$ cat config.mk
export PLATFORM = sky130hd
export DESIGN_NAME = tiny_prog_loader_flat
export DESIGN_NICKNAME = d
export VERILOG_FILES = /design/src/rtl/tiny_prog_loader_pkg.sv /design/src/rtl/tiny_prog_loader_if.sv /design/src/rtl/tiny_prog_loader_toggle.sv /design/src/rtl/tiny_prog_loader.sv /design/src/flat_wrapper.sv
export SDC_FILE = /design/constraint.sdc
export NUM_CORES = 1
export LEC_CHECK = 0
export BUFFER_PORTS_ARGS = -buffer_cell sky130_fd_sc_hd__buf_2
export CORE_MARGIN = 8
export CORE_UTILIZATION = 50
export CTS_BUF_LIST = sky130_fd_sc_hd__clkbuf_4 sky130_fd_sc_hd__clkbuf_8 sky130_fd_sc_hd__clkbuf_16
export DETAILED_ROUTE_END_ITERATION = 7
export MAX_ROUTING_LAYER = met4
export PLACE_DENSITY = 0.85
export SLEW_MARGIN = 20
export SYNTH_ARGS = -nofsm -noshare
export SYNTH_HDL_FRONTEND = slang
export SYNTH_SLANG_ARGS = --single-unit
$ cat constraint.sdc
create_clock -name clk -period 2.1 [get_ports clk]
set_input_delay 0.525 -clock clk [delete_from_list [all_inputs] [get_ports clk]]
set_output_delay 0.525 -clock clk [all_outputs]
set_load 0.02 [all_outputs]
$ cat src/rtl/tiny_prog_loader_pkg.sv
// Shared definitions for the program loader: header command codes and FSM state encoding.
package tiny_pkg;
  localparam logic [1:0] CMD_NOP  = 2'b00;
  localparam logic [1:0] CMD_LOAD = 2'b01;
  localparam logic [1:0] CMD_RUN  = 2'b10;
  localparam logic [1:0] CMD_HALT = 2'b11;

  typedef enum logic [1:0] {
    ST_IDLE  = 2'd0,
    ST_ADDR  = 2'd1,
    ST_COUNT = 2'd2,
    ST_DATA  = 2'd3
  } state_e;
endpackage

$ cat src/rtl/tiny_prog_loader_if.sv
// Host byte link plus program-memory write port and core gating, as seen by the loader.
interface tiny_prog_loader_if #(
  parameter int ADDR_W  = 5,
  parameter int INSTR_W = 16
);
  logic [7:0]         din;
  logic               strb_in;
  logic               ack_out;
  logic               mem_we;
  logic [ADDR_W-1:0]  mem_addr;
  logic [INSTR_W-1:0] mem_wdata;
  logic               core_run;
  logic               loading;
  logic [7:0]         chk_sum;

  modport master (
    output din, strb_in,
    input  ack_out, mem_we, mem_addr, mem_wdata, core_run, loading, chk_sum
  );
  modport slave (
    input  din, strb_in,
    output ack_out, mem_we, mem_addr, mem_wdata, core_run, loading, chk_sum
  );
endinterface

$ cat src/rtl/tiny_prog_loader_toggle.sv
// Registered toggle detector; the history register tracks the input during reset so a
// strobe already high at reset release is not seen as an edge.
module tiny_toggle_edge (
  input  logic clk,
  input  logic rst,
  input  logic tog_i,
  output logic evt_o
);
  logic tog_q;

  always_ff @(posedge clk) tog_q <= tog_i;

  assign evt_o = ~rst & (tog_i ^ tog_q);
endmodule

$ cat src/rtl/tiny_prog_loader.sv
// Byte-serial program loader: decodes host headers, assembles MSB-first instruction
// words, writes program memory and gates core execution.
module tiny_prog_loader
  import tiny_pkg::*;
#(
  parameter int ADDR_W  = 5,
  parameter int INSTR_W = 16
) (
  input logic          clk,
  input logic          rst,
  tiny_prog_loader_if.slave bus
);
  localparam int BPW  = INSTR_W / 8;
  localparam int BI_W = (BPW > 1) ? $clog2(BPW) : 1;
  localparam logic [BI_W-1:0] LAST_BYTE = BI_W'(BPW - 1);

  state_e             state_q, state_d;
  logic               ack_q, ack_d;
  logic               we_q, we_d;
  logic [ADDR_W-1:0]  addr_q, addr_d;
  logic [INSTR_W-1:0] wdata_q, wdata_d;
  logic [INSTR_W-1:0] shift_q, shift_d;
  logic               run_q, run_d;
  logic               load_q, load_d;
  logic [7:0]         sum_q, sum_d;
  logic [7:0]         cnt_q, cnt_d;
  logic [BI_W-1:0]    bidx_q, bidx_d;
  logic [INSTR_W-1:0] word;
  logic               evt;

  tiny_toggle_edge u_edge (
    .clk  (clk),
    .rst  (rst),
    .tog_i(bus.strb_in),
    .evt_o(evt)
  );

  always_ff @(posedge clk) begin
    if (rst) begin
      state_q <= ST_IDLE;
      ack_q   <= 1'b0;
      we_q    <= 1'b0;
      addr_q  <= '0;
      wdata_q <= '0;
      shift_q <= '0;
      run_q   <= 1'b0;
      load_q  <= 1'b0;
      sum_q   <= '0;
      cnt_q   <= '0;
      bidx_q  <= '0;
    end else begin
      state_q <= state_d;
      ack_q   <= ack_d;
      we_q    <= we_d;
      addr_q  <= addr_d;
      wdata_q <= wdata_d;
      shift_q <= shift_d;
      run_q   <= run_d;
      load_q  <= load_d;
      sum_q   <= sum_d;
      cnt_q   <= cnt_d;
      bidx_q  <= bidx_d;
    end
  end

  always_comb begin
    state_d = state_q;
    ack_d   = ack_q;
    we_d    = 1'b0;
    addr_d  = addr_q;
    wdata_d = wdata_q;
    shift_d = shift_q;
    run_d   = run_q;
    load_d  = load_q;
    sum_d   = sum_q;
    cnt_d   = cnt_q;
    bidx_d  = bidx_q;
    word    = INSTR_W'({shift_q, bus.din});

    // Post-increment happens in the cycle the write is presented, so mem_addr is stable for it.
    if (we_q) addr_d = addr_q + 1'b1;

    if (evt) begin
      ack_d = ~ack_q;
      unique case (state_q)
        ST_IDLE: begin
          case (bus.din[7:6])
            CMD_NOP:  ;
            CMD_LOAD: begin
              state_d = ST_ADDR;
              run_d   = 1'b0;
              load_d  = 1'b1;
              sum_d   = '0;
            end
            CMD_RUN:  run_d = 1'b1;
            CMD_HALT: run_d = 1'b0;
            default:  ;
          endcase
        end
        ST_ADDR: begin
          addr_d  = bus.din[ADDR_W-1:0];
          state_d = ST_COUNT;
        end
        ST_COUNT: begin
          if (bus.din == 8'd0) begin
            state_d = ST_IDLE;
            load_d  = 1'b0;
          end else begin
            cnt_d   = bus.din;
            bidx_d  = '0;
            state_d = ST_DATA;
          end
        end
        ST_DATA: begin
          sum_d   = sum_q + bus.din;
          shift_d = word;
          if (bidx_q == LAST_BYTE) begin
            wdata_d = word;
            we_d    = 1'b1;
            bidx_d  = '0;
            cnt_d   = cnt_q - 8'd1;
            if (cnt_q == 8'd1) begin
              state_d = ST_IDLE;
              load_d  = 1'b0;
            end
          end else begin
            bidx_d = bidx_q + 1'b1;
          end
        end
        default: state_d = ST_IDLE;
      endcase
    end
  end

  assign bus.ack_out   = ack_q;
  assign bus.mem_we    = we_q;
  assign bus.mem_addr  = addr_q;
  assign bus.mem_wdata = wdata_q;
  assign bus.core_run  = run_q;
  assign bus.loading   = load_q;
  assign bus.chk_sum   = sum_q;
endmodule

$ cat src/flat_wrapper.sv
// flat-port wrapper written by rule: the top's interface ports become plain ports
module tiny_prog_loader_flat import tiny_pkg::*;
#(
  parameter int ADDR_W  = 5,
  parameter int INSTR_W = 16
)
  (clk, rst, bus_din, bus_strb_in, bus_ack_out, bus_mem_we, bus_mem_addr, bus_mem_wdata, bus_core_run, bus_loading, bus_chk_sum);
  tiny_prog_loader_if #(.ADDR_W(ADDR_W), .INSTR_W(INSTR_W)) bus_i ();
  input logic clk;
  input logic rst;
  input wire logic [$bits(bus_i.din)-1:0] bus_din;
  input wire logic [$bits(bus_i.strb_in)-1:0] bus_strb_in;
  output wire logic [$bits(bus_i.ack_out)-1:0] bus_ack_out;
  output wire logic [$bits(bus_i.mem_we)-1:0] bus_mem_we;
  output wire logic [$bits(bus_i.mem_addr)-1:0] bus_mem_addr;
  output wire logic [$bits(bus_i.mem_wdata)-1:0] bus_mem_wdata;
  output wire logic [$bits(bus_i.core_run)-1:0] bus_core_run;
  output wire logic [$bits(bus_i.loading)-1:0] bus_loading;
  output wire logic [$bits(bus_i.chk_sum)-1:0] bus_chk_sum;
  assign bus_i.din = bus_din;
  assign bus_i.strb_in = bus_strb_in;
  assign bus_ack_out = bus_i.ack_out;
  assign bus_mem_we = bus_i.mem_we;
  assign bus_mem_addr = bus_i.mem_addr;
  assign bus_mem_wdata = bus_i.mem_wdata;
  assign bus_core_run = bus_i.core_run;
  assign bus_loading = bus_i.loading;
  assign bus_chk_sum = bus_i.chk_sum;
  tiny_prog_loader #(.ADDR_W(ADDR_W), .INSTR_W(INSTR_W)) u_core (.clk(clk), .rst(rst), .bus(bus_i));
endmodule
Word level (Yosys, flattened, before mapping)
Index checks and enable logic that the tools add are counted.
Operators by class
  equal/unequal tests: 12
  bitwise gates (word level): 6
  muxes and demuxes: 23
  add/sub/neg operators: 4
  reduce and logical (&&, ||, !) cells: 16
Operator list (number)
  $pmux W8 S2: 2
  $mux W8: 3
  $mux W5: 3
  $reduce_and A3 Y1: 4
  $add A8 B8 Y8: 1
  $eq A2 B2 Y1 const B: 4
  $eq A8 B1 Y1 const B: 1
  $logic_not A8 Y1: 1
  $mux W2: 4
  $pmux W2 S4: 1
  $reduce_and A4 Y1: 2
  $sub A8 B1 Y8 const B: 1
  $mux W1: 7
  $ne A2 B1 Y1 const B: 3
  $reduce_and A6 Y1: 1
  $reduce_bool A2 Y1: 3
  $add A5 B1 Y5 const B: 1
  $eq A2 B1 Y1 const B: 2
  $ne A2 B2 Y1 const B: 2
  $not A1 Y1: 4
  $pmux W1 S2: 2
  $pmux W1 S3: 1
  $reduce_bool A3 Y1: 1
  $reduce_or A3 Y1: 1
  other kinds (6): 6
Storage, ports and cells
  bits in registers: 53
  output and inout bits: 33
  bits of input ports: 11
  logic and storage cells: 73

Logic depth before layout (Yosys ltp)
  depth in word-level cells: 4
  depth in mapped cells: 7
  mapped depth without buffers: 7

Cells and area by module
A second synthesis with hierarchy kept.
Second synthesis, totals
  cell total of the unflattened synthesis: 314
  area total of the unflattened synthesis: 2544.9 sq um
By module, submodules not included
  tiny_prog_loader: area each 2512.4 sq um, seq. area each 1041.0 sq um, cells an instance 311, times used 1
  tiny_toggle_edge: area each 32.5 sq um, seq. area each 20.0 sq um, cells an instance 3, times used 1

Worst setup path after synthesis
Ideal clock, no wire load.
  kind: input to register
  start point: input port bus_din[0]
  end point: register u_core.sum_q[6], in the netlist u_core.bus.chk_sum[6]
  cell stages on the path: 7
  buffers on the path: 0
  setup time: 117 ps
  arrival time: 1853 ps
  setup slack: 130 ps
  required time: 1983 ps
  cells stage by stage: ha_1 fa_1 a211oi_1 o21bai_1 a21oi_1 xnor2_1 a32o_1
Between the ends
  cells in the longest elaborated chain, start to end: 2
Ends and longest elaborated chain
  start, declared: line flat_wrapper.sv:11  | input wire logic [$bits(bus_i.din)-1:0] bus_din;
  $add A8 B8 Y8: line tiny_prog_loader.sv:115  | sum_d = sum_q + bus.din;
  $pmux W8 S2: line tiny_prog_loader.sv:85  | unique case (state_q)
  end signal, assigned: line tiny_prog_loader.sv:60  | sum_q <= sum_d;
  end, declared: line tiny_prog_loader.sv:25  | logic [7:0] sum_q, sum_d;
Every way passes these cells.
A chain may end at the register's enable or synchronous reset.

Worst setup path after layout
  start point: register u_core.state_q[0]
  end point: register u_core.sum_q[1], in the netlist u_core.bus.chk_sum[1]
Between the ends
  cells in the longest elaborated chain, start to end: 3
  elaborated cells between the ends (all ways): 6
  classes of those cells: 2 x eq/ne; 1 x mux; 3 x reduce/logical
Ends and longest elaborated chain
  start, declared: line tiny_prog_loader.sv:17  | state_e state_q, state_d;
  start signal, assigned: line tiny_prog_loader.sv:52  | state_q <= state_d;
  $eq A2 B2 Y1 or $logic_not A2 Y1 (tied branches): line tiny_prog_loader.sv:85
  $reduce_bool A2 Y1 (no line) or $ne A2 B2 Y1 (tied branches)
  $reduce_and A3 Y1 (no line)
Parallel ways exist; a longest one is shown, timed or not.

==> run_summary.xml <==
<?xml version="1.0" encoding="UTF-8"?>
<metrics>
  <group name="grt">
    <metric name="initial_antenna_violation_count" unit="">0</metric>
    <metric name="grt_util_all_layers" unit="%">18.0</metric>
    <metric name="first_pass_grt_wire_length" unit="mm">10.7</metric>
    <metric name="number_of_global_route_vias_before_repair" unit="">2327</metric>
    <metric name="grt_start_max_net_pins" unit="">36</metric>
    <metric name="grt.overflow.total" unit="">0</metric>
  </group>
  <group name="logic_synthesis">
    <metric name="compound_gate_portion_of_the_synthesized_area" unit="%">19.9</metric>
    <metric name="synth_top_cells_by_area" unit="">dfxtp_1, nand2_1, a21oi_1</metric>
    <metric name="yosys-mux-area-fraction" unit="%">0.785</metric>
    <metric name="synth_area" unit="sq um">2550</metric>
    <metric name="synthesis.nets" unit="">339</metric>
    <metric name="post_synth_xor_area_fraction" unit="%">4.12</metric>
    <metric name="ys.flop_type" unit="">dfxtp_1</metric>
    <metric name="async_reset_ff_share" unit="%">0</metric>
    <metric name="main_combinational_cell_family_by_area_after_synthesis" unit="">simple AND/OR/NAND/NOR gates</metric>
    <metric name="synth_top_cell_by_area" unit="">dfxtp_1</metric>
    <metric name="synth.yosys.seq_area_share" unit="%">41.6</metric>
    <metric name="synthCells" unit="">317</metric>
    <metric name="synth.avg_cell_area" unit="sq um">8.04</metric>
    <metric name="synthDominantCellAreaShare" unit="%">41.6</metric>
    <metric name="synth_edf_count" unit="">0</metric>
    <metric name="yosys_register_bits" unit="">53</metric>
    <metric name="yosysWarnings" unit="">0</metric>
    <metric name="synth_simple_gate_area_share" unit="%">23.7</metric>
    <metric name="synth_cell_types" unit="">46</metric>
    <metric name="synthAdderAreaFrac" unit="%">5.69</metric>
  </group>
  <group name="final_layout">
    <metric name="layout_common_cells" unit="">nand2_1, dfxtp_1, a21oi_1</metric>
    <metric name="finalNonFillerCells" unit="">437</metric>
    <metric name="post-route-util" unit="%">59.2</metric>
    <metric name="num-nets-final" unit="">388</metric>
    <metric name="fill_cells" unit="">448</metric>
    <metric name="syn2layout_area_growth" unit="%">16.3</metric>
    <metric name="num_antenna_cells" unit="">0</metric>
    <metric name="drive_above_1_share" unit="%">19.6</metric>
    <metric name="mostFrequentLayoutCell" unit="">nand2_1</metric>
  </group>
  <group name="placement">
    <metric name="detailed_place_hpwl" unit="mm">4.63</metric>
    <metric name="dp.cells" unit="">429</metric>
    <metric name="weighted_congestion_at_the_end_of_routability_driven_global_placement" unit="">0.921</metric>
    <metric name="dp_slack" unit="ns">-0.0102</metric>
    <metric name="io_buffer_count" unit="">43</metric>
  </group>
  <group name="pwr">
    <metric name="swShare" unit="%">25.9</metric>
    <metric name="seqPwrFrac" unit="%">57.6</metric>
    <metric name="p_comb_share" unit="%">9.1</metric>
    <metric name="net-switching-power" unit="uW">462</metric>
    <metric name="p_leak" unit="uW">0.00121</metric>
    <metric name="ir_worst_vdd" unit="mV">0.456</metric>
    <metric name="internal_power" unit="uW">1320</metric>
    <metric name="power_density" unit="nW/um^2">603</metric>
    <metric name="clock_power_share" unit="%">33.3</metric>
  </group>
  <group name="worst_setup_path">
    <metric name="timing.setup.critical_path_class" unit="">reg2reg</metric>
    <metric name="critPathMaxFanout" unit="">17</metric>
    <metric name="startpoint_type" unit="">flop</metric>
    <metric name="data_arrival_critical_path" unit="ns">2.11</metric>
    <metric name="crit_path_end_kind" unit="">flop</metric>
    <metric name="crit_required" unit="ns">2.35</metric>
  </group>
  <group name="die">
    <metric name="chipHeight" unit="microns">87.4</metric>
    <metric name="die_w" unit="microns">87.4</metric>
    <metric name="die-area" unit="sq um">7640</metric>
    <metric name="start_util" unit="%">50.9</metric>
    <metric name="design.portCount" unit="">44</metric>
    <metric name="fp-row-count" unit="">26</metric>
    <metric name="core-area" unit="sq um">5010</metric>
  </group>
  <group name="clocking">
    <metric name="clk_pin_slew_worst_paths" unit="ns">0.10</metric>
    <metric name="clock_sink_count" unit="">53</metric>
    <metric name="post_cts_buffers" unit="">0</metric>
    <metric name="cts-htree-levels" unit="">2</metric>
    <metric name="clkLatencyLatePin" unit="ns">0.31</metric>
    <metric name="tritoncts" unit="">built</metric>
    <metric name="cts_root_buffer" unit="">clkbuf_8</metric>
    <metric name="cts_max_path_bufs" unit="">2</metric>
    <metric name="cts_repair_resize_count" unit="">0</metric>
    <metric name="holdBufCountCts" unit="">0</metric>
    <metric name="cts_buffers" unit="">5</metric>
  </group>
  <group name="sta">
    <metric name="report.final.hold_viol_count" unit="">0</metric>
    <metric name="timing.final.setup_violations" unit="">0</metric>
    <metric name="fin_crit" unit="ns">1.86</metric>
    <metric name="drv_slew" unit="">0</metric>
    <metric name="setup_repair_after_global_routing_missed_its_margin" unit="">no</metric>
    <metric name="timing_worst_slew_pin_value" unit="ns">1.07</metric>
    <metric name="maxSlewHeadroom" unit="%">28.3</metric>
    <metric name="post-route-period-util" unit="%">88.6</metric>
    <metric name="fin_ws" unit="ns">0.239</metric>
    <metric name="worst_clock_skew" unit="ns">0.00356</metric>
    <metric name="fmax" unit="MHz">537</metric>
  </group>
  <group name="drt">
    <metric name="route.antenna.remaining_nets" unit="">0</metric>
    <metric name="via_per_inst" unit="">5.50</metric>
    <metric name="detailroute.wirelength.met2" unit="mm">2.95</metric>
    <metric name="remaining_drc_errors" unit="">0</metric>
    <metric name="top_metal_layer_carrying_routed_signals" unit="">met4</metric>
    <metric name="detail_route.wirelength" unit="mm">6.32</metric>
    <metric name="dr_iter_0_viols" unit="">176</metric>
    <metric name="met3RoutedLength" unit="microns">436</metric>
    <metric name="drt-met1-wl" unit="mm">2.88</metric>
    <metric name="dr.pass1.iters" unit="">4</metric>
    <metric name="routed_wire_length_per_instance" unit="microns">14.5</metric>
    <metric name="detailroute.via_count" unit="">2404</metric>
  </group>
  <group name="run">
    <metric name="cap_viol_max_count" unit="">0</metric>
  </group>
  <group name="run_status">
    <metric name="outcome" unit="">completed</metric>
  </group>
  <group name="hold_path">
    <metric name="path_category_of_the_worst_min_delay_check" unit="">in2reg</metric>
  </group>
</metrics>
-- Yosys cell counts, types with 3 or more instances --
cell and instances:
nand2_1 69, dfxtp_1 53, a21oi_1 49, nor2_1 28
ha_1 10, o21ai_0 10, nand3_1 8, xnor2_1 7
a22oi_1 6, clkbuf_1 6, nand4_1 5, xor2_1 5
a211oi_1 4, inv_1 4, nor3_1 4, a21o_1 3
buf_2 3, nand2b_1 3, nor4_1 3
-- worst paths after layout --
check / from / to / slack (ns) / cells past startpoint
worst max-delay path: u_core.state_q[0] / u_core.bus.chk_sum[1] / 0.24 / 4
worst min-delay path: bus_strb_in / u_core.u_edge.tog_q / 0.36 / 1
worst max register to register: u_core.state_q[0] / u_core.bus.chk_sum[1] / 0.24 / 4
worst min register to register: u_core.bus.mem_wdata[10] / u_core.bus.mem_wdata[10] / 0.46 / 2
-- worst max-delay path, cell delays in order, from the launching register on --
cell and delay [ns]:
dfxtp_1 0.45, nand2_1 0.14, nor3_2 0.87, a22oi_1 0.22
nor2_1 0.12
-- power by group through the flow --
stage	clock network (uW)	registers, uW	logic, uW
CTS	605	1030	162
detailed placement	0	1050	162
global placement	0	1050	158
finish	595	1030	162
global route	639	1030	179
floorplan	0	1060	86.6
-- final cells by class --
cell class	count	area [sq um]	share of cell area (%)
Timing Repair Buffer	57	320	10.8
Inverter	6	23.8	0.802
Clock inverter	2	15.0	0.506
Tap cell	70	87.6	2.95
Multi-Input combinational cell	243	1380	46.6
Sequential cell	53	1060	35.8
Clock buffer	6	76.3	2.57
-- layer usage --
metal  up-vias  track usage (%)
met4         0             5.94
met1      1125             22.3
li1       1198                -
met3         6             4.34
met5         -                -
met2        75             27.9
-- logic make-up (layout without fill, tap and decap cells) --
group	after synthesis	after routing
XOR/XNOR	12	12
multiplexers	2	2
adder cells (fa/ha/maj)	11	11
AO/OA/AOI/OAI	87	87
buffers and inverters	21	71
flip-flops	53	53
AND/OR/NAND/NOR	131	131
-- sequential cells by signal (all words and copies together) (netlist names) --
register	cells
u_core.shift_q	8
u_core.u_edge.tog_q	1
u_core.bus.core_run	1
u_core.bus.mem_addr	5
u_core.bus.chk_sum	8
u_core.bus.mem_we	1
u_core.bus.loading	1
u_core.bidx_q	1
u_core.bus.mem_wdata	16
u_core.state_q	2
u_core.cnt_q	8
u_core.bus.ack_out	1
-- metrics by stage --
stage	TNS [ns]	cell area (sq um)	total power (uW)	hold WS, ns
after detailed placement	-0.0119	2870	1210	0.444
after CTS	0	2970	1800	0.352
after global routing	0	2970	1850	0.360
after global placement	0	2870	1210	0.441
final	0	2970	1790	0.355
after floorplan	0	2550	1150	0.432
No activity file was read; power rests on OpenSTA's default activity.
